$ cat src/rtl/uart_rx_pkg.sv
// Shared types and constants for the UART receive frame controller.
// Holds the frame state encoding and the legal oversampling ratios.
package uart_rx_pkg;

    typedef enum logic [2:0] {
        IDLE,
        START,
        DATA,
        PARITY,
        STOP
    } state_t;

    localparam int unsigned PRESC_8  = 8;
    localparam int unsigned PRESC_16 = 16;
    localparam int unsigned PRESC_32 = 32;

endpackage

$ cat src/rtl/uart_rx_edge_bit_counter.sv
// Oversampling edge counter and bit counter for the UART receiver.
// edge_cnt runs 0..presc-1 per bit; wrap marks the last edge of a bit.
module uart_rx_edge_bit_counter
    import uart_rx_pkg::*;
#(
    parameter int PRESC_W = 6,
    parameter int BIT_W   = 4
) (
    input  logic               clk,
    input  logic               rst,
    input  logic               clr,
    input  logic               load,
    input  logic               bit_clr,
    input  logic [PRESC_W-1:0] presc,
    output logic [PRESC_W-1:0] edge_cnt,
    output logic [BIT_W-1:0]   bit_cnt,
    output logic               wrap
);

    assign wrap = (edge_cnt == presc - PRESC_W'(1));

    // load marks edge 0 of the start bit, so the next edge is 1
    always_ff @(posedge clk) begin
        if (rst) begin
            edge_cnt <= '0;
            bit_cnt  <= '0;
        end else if (load) begin
            edge_cnt <= PRESC_W'(1);
            bit_cnt  <= '0;
        end else if (clr) begin
            edge_cnt <= '0;
            bit_cnt  <= '0;
        end else if (wrap) begin
            edge_cnt <= '0;
            bit_cnt  <= bit_clr ? '0 : bit_cnt + BIT_W'(1);
        end else begin
            edge_cnt <= edge_cnt + PRESC_W'(1);
        end
    end

endmodule

$ cat src/rtl/uart_rx_ctrl.sv
// UART receive frame controller: start/data/parity/stop sequencing.
// Optional saturating error counter enabled by UART_RX_ERR_CNT_EN.
module uart_rx_ctrl
    import uart_rx_pkg::*;
#(
    parameter int DATA_WIDTH = 8,
    parameter int PRESC_W    = 6
) (
    input  logic                  CLK,
    input  logic                  RST,
    input  logic                  RX_IN,
    input  logic [PRESC_W-1:0]    Prescale,
    input  logic                  PAR_EN,
    input  logic                  PAR_TYP,
    input  logic                  sampled_bit,
    output logic                  sample_en,
    output logic [DATA_WIDTH-1:0] P_DATA,
    output logic                  data_valid,
    output logic                  parity_error,
    output logic                  stop_error,
`ifdef UART_RX_ERR_CNT_EN
    output logic [7:0]            err_cnt,
`endif
    output logic                  busy
);

    localparam int BIT_W = $clog2(DATA_WIDTH + 2);

    state_t                state;
    logic [PRESC_W-1:0]    presc_q;
    logic                  par_en_q;
    logic                  par_typ_q;
    logic                  par_err_q;
    logic [DATA_WIDTH-1:0] shift_q;
    logic [PRESC_W-1:0]    edge_cnt;
    logic [BIT_W-1:0]      bit_cnt;
    logic                  wrap;
    logic [PRESC_W-1:0]    half;
    logic                  at_cap;
    logic                  legal;
    logic                  start_det;
    logic                  go_idle;
    logic                  last_data;

    assign legal = (Prescale == PRESC_W'(PRESC_8))
                || (Prescale == PRESC_W'(PRESC_16))
                || (Prescale == PRESC_W'(PRESC_32));

    assign half      = presc_q >> 1;
    assign at_cap    = (edge_cnt == half);
    assign start_det = (state == IDLE) && !RX_IN && legal;
    assign go_idle   = ((state == START) && at_cap && sampled_bit)
                    || ((state == STOP) && at_cap);
    assign last_data = (bit_cnt == BIT_W'(DATA_WIDTH - 1));

    assign busy      = (state != IDLE);
    assign sample_en = busy
                    && (edge_cnt >= half - PRESC_W'(2))
                    && (edge_cnt <= half);

    uart_rx_edge_bit_counter #(
        .PRESC_W (PRESC_W),
        .BIT_W   (BIT_W)
    ) u_cnt (
        .clk      (CLK),
        .rst      (RST),
        .clr      ((state == IDLE) || go_idle),
        .load     (start_det),
        .bit_clr  (state == START),
        .presc    (presc_q),
        .edge_cnt (edge_cnt),
        .bit_cnt  (bit_cnt),
        .wrap     (wrap)
    );

    always_ff @(posedge CLK) begin
        if (RST) begin
            state        <= IDLE;
            presc_q      <= '0;
            par_en_q     <= 1'b0;
            par_typ_q    <= 1'b0;
            par_err_q    <= 1'b0;
            shift_q      <= '0;
            P_DATA       <= '0;
            data_valid   <= 1'b0;
            parity_error <= 1'b0;
            stop_error   <= 1'b0;
`ifdef UART_RX_ERR_CNT_EN
            err_cnt      <= '0;
`endif
        end else begin
            data_valid   <= 1'b0;
            parity_error <= 1'b0;
            stop_error   <= 1'b0;
            unique case (state)
                IDLE: begin
                    if (start_det) begin
                        state     <= START;
                        presc_q   <= Prescale;
                        par_en_q  <= PAR_EN;
                        par_typ_q <= PAR_TYP;
                        par_err_q <= 1'b0;
                    end
                end
                START: begin
                    if (at_cap && sampled_bit) begin
                        state <= IDLE;
`ifdef UART_RX_ERR_CNT_EN
                        if (err_cnt != 8'hFF) err_cnt <= err_cnt + 8'd1;
`endif
                    end else if (wrap) begin
                        state <= DATA;
                    end
                end
                DATA: begin
                    // LSB arrives first, so shift in from the top
                    if (at_cap)
                        shift_q <= {sampled_bit, shift_q[DATA_WIDTH-1:1]};
                    if (wrap && last_data)
                        state <= par_en_q ? PARITY : STOP;
                end
                PARITY: begin
                    if (at_cap)
                        par_err_q <= sampled_bit != (^shift_q ^ par_typ_q);
                    if (wrap)
                        state <= STOP;
                end
                STOP: begin
                    if (at_cap) begin
                        state        <= IDLE;
                        stop_error   <= !sampled_bit;
                        parity_error <= par_err_q;
                        if (!par_err_q && sampled_bit) begin
                            data_valid <= 1'b1;
                            P_DATA     <= shift_q;
                        end
`ifdef UART_RX_ERR_CNT_EN
                        if ((par_err_q || !sampled_bit) && err_cnt != 8'hFF)
                            err_cnt <= err_cnt + 8'd1;
`endif
                    end
                end
                default: state <= IDLE;
            endcase
        end
    end

endmodule

$ cat config.mk
export PLATFORM = sky130hd
export DESIGN_NAME = uart_rx_ctrl
export DESIGN_NICKNAME = d
export VERILOG_FILES = /design/src/rtl/uart_rx_pkg.sv /design/src/rtl/uart_rx_edge_bit_counter.sv /design/src/rtl/uart_rx_ctrl.sv
export SDC_FILE = /design/constraint.sdc
export NUM_CORES = 1
export LEC_CHECK = 0
export ABC_CLOCK_PERIOD_IN_PS = 2200
export CAP_MARGIN = 10
export CELL_PAD_IN_SITES_DETAIL_PLACEMENT = 0
export CELL_PAD_IN_SITES_GLOBAL_PLACEMENT = 1
export CORE_MARGIN = 1.5
export CORE_UTILIZATION = 38
export CTS_CLUSTER_SIZE = 10
export DETAILED_ROUTE_END_ITERATION = 10
export PLACE_DENSITY_LB_ADDON = 0.1
export SYNTH_ARGS = -nofsm -noshare
export SYNTH_HDL_FRONTEND = slang
export SYNTH_SLANG_ARGS = --single-unit
$ cat constraint.sdc
create_clock -name CLK -period 2.2 [get_ports CLK]
set_input_delay 0.33 -clock CLK [delete_from_list [all_inputs] [get_ports CLK]]
set_output_delay 0.33 -clock CLK [all_outputs]
set_load 0.01 [all_outputs]
==> impl_metrics.prom <==
# TYPE chip_impl_metric gauge
chip_impl_info{name="most-common-layout-cells",value="39 x buf_4, 35 x dfxtp_1, 34 x nor2_1, 23 x clkdlybuf4s50_1, 22 x mux2i_1"} 1
chip_impl_info{name="worst-setup-path-type",value="reg -> out"} 1
chip_impl_metric{name="worst_path_largest_cell_delay",unit="ns"} 0.36
chip_impl_info{name="worstReg2RegEnd",value="state[1]"} 1
chip_impl_info{name="cts-root-buf",value="clkbuf_8"} 1
chip_impl_metric{name="setup_slack",unit="ns"} -0.111
chip_impl_info{name="critical_path.reg2reg.startpoint",value="presc_q[3]"} 1
chip_impl_metric{name="n_antenna_cell",unit=""} 0
chip_impl_info{name="cp-endpoint",value="sample_en"} 1
chip_impl_metric{name="globalRoute.totalOverflow",unit=""} 0
chip_impl_metric{name="antenna_found_initial",unit=""} 0
chip_impl_metric{name="worst_skew_pair.late_latency",unit="ns"} 0.29
chip_impl_metric{name="dr_total_vias",unit=""} 1815
chip_impl_metric{name="fin_hold_ws",unit="ns"} 0.498
chip_impl_metric{name="synth_seq_area_share",unit="%"} 38.1
chip_impl_metric{name="grt_max_degree",unit=""} 31
chip_impl_metric{name="area_growth",unit="%"} 45.0
chip_impl_metric{name="cp.arrival",unit="ns"} 1.98
chip_impl_metric{name="cts_hold_buffers",unit=""} 0
chip_impl_metric{name="fillers",unit=""} 521
chip_impl_metric{name="drt_iter0_drc",unit=""} 43
chip_impl_metric{name="post-dp-hpwl",unit="mm"} 3.61
chip_impl_metric{name="drive_above_1_share",unit="%"} 32.0
chip_impl_metric{name="fp.dieW",unit="um"} 78.3
chip_impl_metric{name="power_leakage",unit="nW"} 1.38
chip_impl_metric{name="final_setup_violations",unit=""} 1
chip_impl_metric{name="timing.reg2reg.setup_slack",unit="ns"} 0
chip_impl_metric{name="layout.cell_area.non_filler",unit="um^2"} 3130
chip_impl_metric{name="start_util",unit="%"} 39.2
chip_impl_metric{name="report.final.hold_viol_count",unit=""} 0
chip_impl_metric{name="drv_slew",unit=""} 0
chip_impl_metric{name="clock_skew",unit="ns"} 0.00286
chip_impl_metric{name="placeableCoreArea",unit="um^2"} 5510
chip_impl_metric{name="cts-buffers-inserted",unit=""} 5
chip_impl_metric{name="vias_per_cell",unit=""} 4.80
chip_impl_info{name="tritoncts",value="done"} 1
chip_impl_metric{name="worstPathMaxFanout",unit=""} 4
chip_impl_info{name="rsz0062_at_grt",value="true"} 1
chip_impl_info{name="worst_setup_path_end_kind",value="output pin"} 1
chip_impl_metric{name="post_synth_num_cell_types",unit=""} 39
chip_impl_metric{name="synth.yosys.warnings",unit=""} 0
chip_impl_metric{name="grt.total_usage",unit="%"} 17.4
chip_impl_metric{name="via_count_of_the_first_global_routing_pass",unit=""} 1757
chip_impl_metric{name="worst_hold_path.num_cells",unit=""} 2
chip_impl_info{name="failed_checks",value="negative setup slack"} 1
chip_impl_metric{name="finalWirelength",unit="mm"} 4.99
chip_impl_metric{name="timing.max_slew.rel_slack",unit="%"} 62.4
chip_impl_metric{name="timing.reg2reg.worst_path_depth",unit=""} 10
chip_impl_metric{name="timing.final.crit_period",unit="ns"} 2.31
chip_impl_metric{name="finalNonFillerCells",unit=""} 378
chip_impl_metric{name="fp.dieH",unit="um"} 78.3
chip_impl_info{name="setup.worst_path.start",value="presc_q[2]"} 1
chip_impl_metric{name="routed_wire_length_per_instance",unit="um"} 13.2
chip_impl_metric{name="max-clock-path-buffers",unit=""} 2
chip_impl_metric{name="drt_pass1_iterations",unit=""} 4
chip_impl_metric{name="h-tree-depth",unit=""} 2
chip_impl_info{name="setup.worst_path.start_class",value="register"} 1
chip_impl_metric{name="numPlacedInstances",unit=""} 365
chip_impl_metric{name="placedInstanceArea",unit="um^2"} 2780
chip_impl_info{name="critPathMostFrequentCell",value="a21o_1"} 1
chip_impl_metric{name="syn_area",unit="um^2"} 2160
chip_impl_metric{name="floorplan.die_area",unit="um^2"} 6140
chip_impl_metric{name="syn_nets",unit=""} 262
chip_impl_metric{name="antenna_left",unit=""} 0
chip_impl_metric{name="cap_violations",unit=""} 0
chip_impl_metric{name="clk_pin_slew_worst_paths",unit="ns"} 0.08
chip_impl_info{name="leading_cell_type_in_the_layout_fill_and_taps_excluded",value="buf_4"} 1
chip_impl_metric{name="synthesis.instances",unit=""} 235
chip_impl_metric{name="route.detailed.drc",unit=""} 0
chip_impl_info{name="slowest_stage",value="dfxtp_2"} 1
chip_impl_metric{name="placer_congestion_estimate",unit=""} 0.760
chip_impl_metric{name="synth.avg_cell_area",unit="um^2"} 9.18
chip_impl_metric{name="fin_nets",unit=""} 332
chip_impl_metric{name="placement_rows",unit=""} 27
chip_impl_metric{name="clock.fmax",unit="MHz"} 433
chip_impl_info{name="cp_cell_sequence",value="inv_4 > ha_4 > ha_4 > a21o_1 > a21o_1 > a21o_1 > a21oi_2 > nor3_1 > buf_2"} 1
chip_impl_metric{name="cellPowerDensity",unit="nW/um^2"} 430
chip_impl_metric{name="worst_pin_slew",unit="ns"} 0.560
chip_impl_metric{name="register_bit_count_reported_by_yosys",unit=""} 41
chip_impl_info{name="hold_path.class",value="reg -> reg"} 1
chip_impl_info{name="outcome",value="complete, but fails checks"} 1
chip_impl_metric{name="grt_pass1_wl",unit="mm"} 8.32
chip_impl_metric{name="min_period_over_period",unit="%"} 105
chip_impl_metric{name="io_buffer_count",unit=""} 24
chip_impl_metric{name="cp_data_required_time",unit="ns"} 1.87
chip_impl_metric{name="io_pins",unit=""} 25
chip_impl_metric{name="tritoncts_num_sinks",unit=""} 41
chip_impl_metric{name="peakVddDrop",unit="mV"} 0.280
-- flip-flops by register name (all words and copies together), names as in the netlist --
signal	count
shift_q	8
par_typ_q	1
stop_error	1
presc_q	6
u_cnt.bit_cnt	4
parity_error	1
P_DATA	8
par_err_q	1
u_cnt.edge_cnt	6
state	3
par_en_q	1
data_valid	1
-- report_power, final --
part,internal [mW],switching (mW),leakage (nW)
Sequential,0.744,0.00190,0.333
Combinational,0.0647,0.0558,1.01
Clock,0.219,0.258,0.0439
Total,1.03,0.316,1.38
-- worst max-delay path, delay by kind of cell (launching register included) --
kind / cells / cell delay [ns]
AO/OA/AOI/OAI: 4 / 0.61
adder cells (fa/ha/maj): 2 / 0.45
AND/OR/NAND/NOR: 1 / 0.06
flip-flops: 1 / 0.36
buffers and inverters: 2 / 0.23
-- cell usage after synthesis, drive strengths merged --
cell / count / share of area (%)
a21boi: 1 / 0.35
nor2b: 5 / 1.5
o22a: 1 / 0.41
o21bai: 1 / 0.35
o21a: 2 / 0.70
inv: 13 / 2.3
mux2i: 22 / 10
a22oi: 1 / 0.58
a21oi: 9 / 2.1
and4b: 2 / 0.93
a311oi: 1 / 0.41
nand2b: 1 / 0.29
ha: 15 / 8.7
nand3: 6 / 1.4
a21o: 4 / 1.4
a31oi: 1 / 0.29
nor4b: 1 / 0.41
buf: 2 / 0.46
o21ai: 5 / 1.2
nand4: 3 / 0.87
nor4: 3 / 1.6
and3: 2 / 0.58
and2: 3 / 0.87
or2: 2 / 0.58
xnor2: 18 / 7.3
clkbuf: 5 / 0.87
o211ai: 1 / 0.35
a2111oi: 1 / 0.41
or4: 2 / 0.70
xor2: 10 / 4.1
dfxtp: 41 / 38
or3: 4 / 1.2
nor2: 36 / 6.4
nor3: 4 / 0.93
or3b: 1 / 0.41
nand2: 6 / 1.0
-- how the worst min path moves through the flow --
stage / start / slack [ns] / end
2_1_floorplan: sampled_bit / 0.41 / stop_error
3_3_place_gp: P_DATA[0] / 0.48 / P_DATA[0]
3_5_place_dp: P_DATA[2] / 0.49 / P_DATA[2]
4_1_cts: P_DATA[5] / 0.51 / P_DATA[5]
5_1_grt: P_DATA[5] / 0.53 / P_DATA[5]
6_report: P_DATA[2] / 0.50 / P_DATA[2]
-- what timing repair did --
action / CTS / global route
endpoints found under the setup margin: 13 / 13
endpoints found under the hold margin: 0 / 0
setup buffers: 4 / 2
pin swaps: 21 / 4
resized for setup: 30 / 23
-- cells by family (layout without fill, tap and decap cells) --
group / count (synthesis) / in the layout / synth area share (%)
xor+xnor: 28 / 28 / 11.4
simple gates: 81 / 81 / 19.6
flops: 41 / 41 / 38.1
compound gates: 28 / 28 / 8.47
fa+ha+maj: 15 / 15 / 8.70
buf+inv: 20 / 91 / 3.60
mux: 22 / 22 / 10.2
-- layer usage --
| metal | wire length (um) | vias to the layer above | part of all wire (%) | global-route usage [%] |
|---|---|---|---|---|
| met4 | 65 | 0 | 1.3 | 4.82 |
| met5 | 0 | - | 0 | 0 |
| met2 | 2400 | 22 | 48 | 29.0 |
| met3 | 127 | 7 | 2.5 | 3.60 |
| met1 | 2400 | 846 | 48 | 22.7 |
| li1 | - | 940 | - | - |
-- cell type report --
cell class	count	area [um^2]	share of cell area, %
clock buffer	5	68.8	2.20
clock inverter	3	17.5	0.560
inverter	13	53.8	1.72
multi-input combinational	174	1450	46.5
sequential	41	828	26.5
tap	72	90.1	2.88
timing repair buffer	70	616	19.7
-- per-stage QoR --
stage / power [mW] / utilization, % / TNS (ns) / worst slack [ns]
after floorplan: 0.812 / - / 0 / 0.00464
after detailed placement: 0.872 / 50.5 / -1.49 / -0.244
final: 1.34 / 56.8 / -0.111 / -0.111
after global routing: 1.42 / 56.8 / -0.507 / -0.244
after global placement: 0.873 / 50.5 / -1.41 / -0.234
after CTS: 1.37 / 54.8 / -0.201 / -0.104
No activity file was read; power rests on OpenSTA's default activity.
